File: src/rtl/fpcvt_arbiter.sv
// Round-robin arbiter sharing one combinational FPCVT converter between requesters A and B,
// with a registered operand and a registered response held until the owner accepts it.
module fpcvt_arbiter #(
  parameter int unsigned CNT_W = 8
) (
  input  logic             clk,
  input  logic             rst_n,
  input  logic             a_req_valid,
  input  logic [12:0]      a_req_data,
  output logic             a_req_ready,
  input  logic             b_req_valid,
  input  logic [12:0]      b_req_data,
  output logic             b_req_ready,
  output logic             a_rsp_valid,
  input  logic             a_rsp_ready,
  output logic             b_rsp_valid,
  input  logic             b_rsp_ready,
  output logic             rsp_s,
  output logic [2:0]       rsp_e,
  output logic [4:0]       rsp_f,
  output logic             busy,
  output logic [CNT_W-1:0] a_done_cnt,
  output logic [CNT_W-1:0] b_done_cnt,
  output logic [CNT_W-1:0] sat_cnt
);

  typedef enum logic [1:0] {StIdle, StConv, StResp} state_e;

  state_e      state_q, state_d;
  logic        ptr_q;    // 0: A has priority, 1: B has priority
  logic        owner_q;  // 0: A owns the transaction, 1: B
  logic [12:0] op_q;

  logic grant_a, grant_b, accept, rsp_fire;

  assign grant_a  = a_req_valid && (!b_req_valid || !ptr_q);
  assign grant_b  = b_req_valid && (!a_req_valid || ptr_q);
  assign accept   = (state_q == StIdle) && (grant_a || grant_b);
  assign rsp_fire = (state_q == StResp) && (owner_q ? b_rsp_ready : a_rsp_ready);

  // FPCVT: magnitude, leading-zero count, 5-bit significand with half-up rounding
  logic [12:0] neg;
  logic [11:0] mag, sh;
  logic [3:0]  lz, e_w;
  logic [5:0]  f_rnd;
  logic [2:0]  cv_e;
  logic [4:0]  cv_f;
  logic        cv_sat;

  always_comb begin
    neg = -op_q;
    if (op_q[12]) mag = (op_q == 13'h1000) ? 12'hfff : neg[11:0];
    else          mag = op_q[11:0];
    lz = 4'd12;
    for (int i = 0; i < 12; i++) begin
      if (mag[i]) lz = 4'(11 - i);
    end
    sh    = '0;
    f_rnd = '0;
    e_w   = '0;
    cv_e  = '0;
    cv_f  = mag[4:0];
    if (lz < 4'd7) begin
      e_w   = 4'd7 - lz;
      sh    = mag >> (e_w - 4'd1);
      f_rnd = {1'b0, sh[5:1]} + {5'd0, sh[0]};
      if (f_rnd[5]) begin
        e_w   = e_w + 4'd1;
        f_rnd = 6'd16;
      end
      if (e_w > 4'd7) begin
        cv_e = 3'd7;
        cv_f = 5'd31;
      end else begin
        cv_e = e_w[2:0];
        cv_f = f_rnd[4:0];
      end
    end
    cv_sat = (cv_e == 3'd7) && (cv_f == 5'd31);
  end

  always_ff @(posedge clk or negedge rst_n) begin
    if (!rst_n) state_q <= StIdle;
    else        state_q <= state_d;
  end

  always_comb begin
    state_d = state_q;
    unique case (state_q)
      StIdle:  if (accept) state_d = StConv;
      StConv:  state_d = StResp;
      StResp:  if (rsp_fire) state_d = StIdle;
      default: state_d = StIdle;
    endcase
  end

  // Readies are gated by rst_n so nothing is offered while reset is held.
  always_comb begin
    a_req_ready = 1'b0;
    b_req_ready = 1'b0;
    a_rsp_valid = 1'b0;
    b_rsp_valid = 1'b0;
    busy        = (state_q != StIdle);
    if (state_q == StIdle) begin
      a_req_ready = rst_n && grant_a;
      b_req_ready = rst_n && grant_b;
    end
    if (state_q == StResp) begin
      a_rsp_valid = !owner_q;
      b_rsp_valid = owner_q;
    end
  end

  always_ff @(posedge clk or negedge rst_n) begin
    if (!rst_n) begin
      op_q       <= '0;
      owner_q    <= 1'b0;
      ptr_q      <= 1'b0;
      rsp_s      <= 1'b0;
      rsp_e      <= '0;
      rsp_f      <= '0;
      a_done_cnt <= '0;
      b_done_cnt <= '0;
      sat_cnt    <= '0;
    end else begin
      if (accept) begin
        op_q    <= grant_b ? b_req_data : a_req_data;
        owner_q <= grant_b;
        ptr_q   <= !grant_b;
      end
      if (state_q == StConv) begin
        rsp_s <= op_q[12];
        rsp_e <= cv_e;
        rsp_f <= cv_f;
        if (cv_sat) sat_cnt <= sat_cnt + 1'b1;
      end
      if (rsp_fire) begin
        if (owner_q) b_done_cnt <= b_done_cnt + 1'b1;
        else         a_done_cnt <= a_done_cnt + 1'b1;
      end
    end
  end

endmodule

File: config.mk
export PLATFORM = sky130hd
export DESIGN_NAME = fpcvt_arbiter
export DESIGN_NICKNAME = d
export VERILOG_FILES = /design/src/rtl/fpcvt_arbiter.sv
export SDC_FILE = /design/constraint.sdc
export NUM_CORES = 1
export LEC_CHECK = 0
export BUFFER_PORTS_ARGS = -buffer_cell sky130_fd_sc_hd__buf_2
export CAP_MARGIN = 10
export CORE_MARGIN = 5
export CORE_UTILIZATION = 37
export CTS_CLUSTER_SIZE = 12
export DETAILED_ROUTE_END_ITERATION = 8
export SETUP_SLACK_MARGIN = 0.3
export SLEW_MARGIN = 20
export SYNTH_ARGS = -nofsm -noshare
export SYNTH_HDL_FRONTEND = slang
export SYNTH_SLANG_ARGS = --single-unit
File: constraint.sdc
create_clock -name clk -period 6.4 [get_ports clk]
set_input_delay 0.64 -clock clk [delete_from_list [all_inputs] [get_ports clk]]
set_output_delay 0.64 -clock clk [all_outputs]
set_load 0.01 [all_outputs]
==> summary.md <==
| Metric | Value |
|---|---|
| Yosys Warn Count | `0` |
| MaxCap Viol Count | `0` |
| Worst Reg2Reg Path Length in Cells | `25` |
| Syn_nets | `489` |
| Routability Congestion | `0.9355` |
| Overall routing resource usage | `16.79%` |
| Share of cells above drive strength 1 | `26.63%` |
| Routed vias | `3566` |
| Skew final | `10.80 ps` |
| Initial drt markers | `199` |
| First drt pass iteration count | `4` |
| Largest net degree at the start of global routing | `52` |
| GR Overflow Total | `0` |
| I/O pin cnt | `70` |
| Initial antenna violation count | `0` |
| RSZ-0062 raised after global routing | `no` |
| Slowest stage delay, CP | `520 ps` |
| Die Width | `111.9 um` |
| Setup crit start | `op_q[1]$_DFFE_PN0P_` |
| Core region area | `10230 sq um` |
| Clk_lat worst skew | `310 ps` |
| Unique cell type count in the Yosys netlist | `77` |
| Mapped Cells | `449` |
| Synth Flop Type | `dfrtp_1` |
| Fmax achieved | `0.1730 GHz` |
| Ys async rst share | `100.0%` |
| Setup TNS | `0 ps` |
| Final min period | `5782 ps` |
| Vias per inst | `5.419` |
| Final nets | `561` |
| N_diodes | `0` |
| Util after Layout | `44.80%` |
| Post-synthesis sequential area ratio | `32.54%` |
| Post-DP HPWL | `7987 um` |
| H-Tree Depth | `2` |
| Worst min path class | `input port to asynchronous set/reset pin` |
| CP top delay family | `simple AND/OR/NAND/NOR gates` |
| Crit path depth | `25` |
| CP endpoint kind | `flip-flop` |
| Slowest cell on crit path | `or3b_2` |
| Synthesized flop and latch total | `50` |
| CTS clock-pin slew for the worst setup and hold paths | `100 ps` |
| Hold Fails Final Rpt | `0` |
| CTS tree | `yes` |
| Routed WL | `10410 um` |
| Global-route wire length before repair | `17670 um` |
| Initial Util | `37.58%` |
| Arr. time, crit path | `5980 ps` |
| CTS max path bufs | `2` |
| Buf/Inv on CP | `3` |
| Area grow syn2layout | `19.20%` |
| Die H | `111.9 um` |
| Vias in the first global route | `3569` |
| Die area | `12530 sq um` |
| Commonest non-fill, non-tap cells in the layout | `buf_2 (69), dfrtp_1 (48), nand2_1 (42)` |
| CP Capture Point | `sat_cnt[1]$_DFFE_PN0P_` |
| Reg2Reg Launch Point | `op_q[1]$_DFFE_PN0P_` |
| Reg-to-reg endpoint | `sat_cnt[1]$_DFFE_PN0P_` |
| Slew headroom | `56.07%` |
| Routed Antenna Nets | `0` |
| DRC | `0` |
| CTS Buf Count | `5` |
| CP max FO | `9` |
| Fin. max-slew vios | `0` |
| WS Path Type | `flip-flop to flip-flop` |
| Data required time of the worst path | `6600 ps` |
| Netlist Area Pre-Place | `3845 sq um` |
| Clock sinks | `50` |
| Syn avg cell area | `8.563 sq um` |
| Root buffer cell | `clkbuf_8` |
| Routed WL per cell | `15.82 um` |
| Actual slew at the worst max-slew pin | `658.9 ps` |
| Startpoint Class | `flip-flop` |
| Port Buffers | `69` |
| Finish-stage setup viols | `0` |
| Tcrit/Tclk final | `90.34%` |
| R2r setup slk | `620 ps` |
| Outcome | `complete, no violations` |
| Commonest non-fill, non-tap cell in the layout | `buf_2` |
| Post-synth EDFFs | `0` |
| Row count | `37` |
| CP most frequent cell | `ha_1` |
==> metal layers <==
metal | up-vias | global-route usage, % | wire (um)
met5 | - | 0 | 0
met4 | 0 | 4.808 | 178
met3 | 16 | 3.370 | 481
met2 | 91 | 26.62 | 4870
met1 | 1673 | 23.31 | 4879
li1 | 1786 | - | -
==> synth_stat cells, drive strengths merged (3+ instances only) <==
master / n / area, sq um
o2111ai: 3 / 50.05
o21ai: 40 / 200.2
a211oi: 6 / 45.04
o311a: 3 / 30.03
mux2i: 16 / 160.2
a211o: 3 / 27.53
a21boi: 4 / 30.03
ha: 8 / 100.1
o21bai: 3 / 26.27
a31oi: 6 / 37.54
o31ai: 6 / 63.81
mux2: 7 / 82.57
xnor2: 18 / 157.7
nand2b: 5 / 31.28
and2: 9 / 56.30
nor2: 38 / 142.6
o211ai: 5 / 37.54
a21o: 3 / 22.52
a21oi: 15 / 78.83
xor2: 14 / 122.6
nor3: 16 / 102.6
clkbuf: 17 / 63.81
o32ai: 4 / 35.03
buf: 5 / 43.79
o22ai: 3 / 18.77
nand3: 16 / 80.08
or3: 3 / 23.77
dfrtp: 50 / 1251
nor2b: 6 / 37.54
nand2: 43 / 163.9
nor4: 7 / 56.30
inv: 19 / 71.32
nand4: 8 / 50.05
and3: 7 / 43.79
==> worst register-to-register path, delay by kind of cell (launching register included) <==
family / cells / cell delay [ps]
buffers and inverters: 3 / 320
AOI/OAI and AO/OA: 8 / 1580
muxes: 2 / 680
adders and majority gates: 4 / 900
and+or+nand+nor: 8 / 1750
DFF: 1 / 460
==> how the worst min path moves through the flow <==
stage	end	depth (start not counted)	startpoint
floorplan	a_done_cnt[0]$_DFFE_PN0P_	0	rst_n
global placement	a_done_cnt[7]$_DFFE_PN0P_	1	a_done_cnt[7]$_DFFE_PN0P_
detailed placement	b_done_cnt[7]$_DFFE_PN0P_	1	b_done_cnt[7]$_DFFE_PN0P_
CTS	op_q[6]$_DFFE_PN0P_	2	rst_n
global route	op_q[9]$_DFFE_PN0P_	2	rst_n
finish	op_q[9]$_DFFE_PN0P_	2	rst_n
==> layout make-up <==
cell class	count	area (sq um)
Inverter	21	82.58
Clock buffer	6	82.58
Timing Repair Buffer	87	480.5
Multi-Input combinational cell	356	2497
Fill cell	1003	5648
Sequential cell	50	1254
Clock inverter	2	16.27
Tap cell	136	170.2
==> registers in the layout, summed over array words and instances, names as in the netlist <==
name	flops
op_q	13
a_done_cnt	8
sat_cnt	8
rsp_s	1
state_q	2
ptr_q	1
owner_q	1
b_done_cnt	8
rsp_e	3
rsp_f	5
==> through the flow <==
stage	instance area (sq um)	setup slack, ps	hold slack [ps]	cells
2_1_floorplan	3845	610.6	344.4	449
3_3_place_gp	4365	362.0	455.6	647
3_5_place_dp	4365	179.9	458.6	647
4_1_cts	4478	323.2	443.8	655
5_1_grt	4583	290.9	490.4	658
6_report	4583	618.2	421.1	658
==> kinds of logic after synthesis <==
kind of cell | share of synthesized area [%]
simple gates | 22.78
compound gates | 23.63
flops | 32.54
buf+inv | 4.849
xor+xnor | 7.289
mux | 6.313
fa+ha+maj | 2.603
==> repair_timing <==
item,4_1_cts,5_1_grt
hold buffers,0,0
buffers inserted,0,3
hold endpoints to repair,0,0
pin swaps,0,3
endpoints found under the setup margin,4,8
resized for setup,3,18
Power is left out: the tool's default activity adds up to more than one toggle a clock period on the data nets, which glitch-free logic cannot reach.
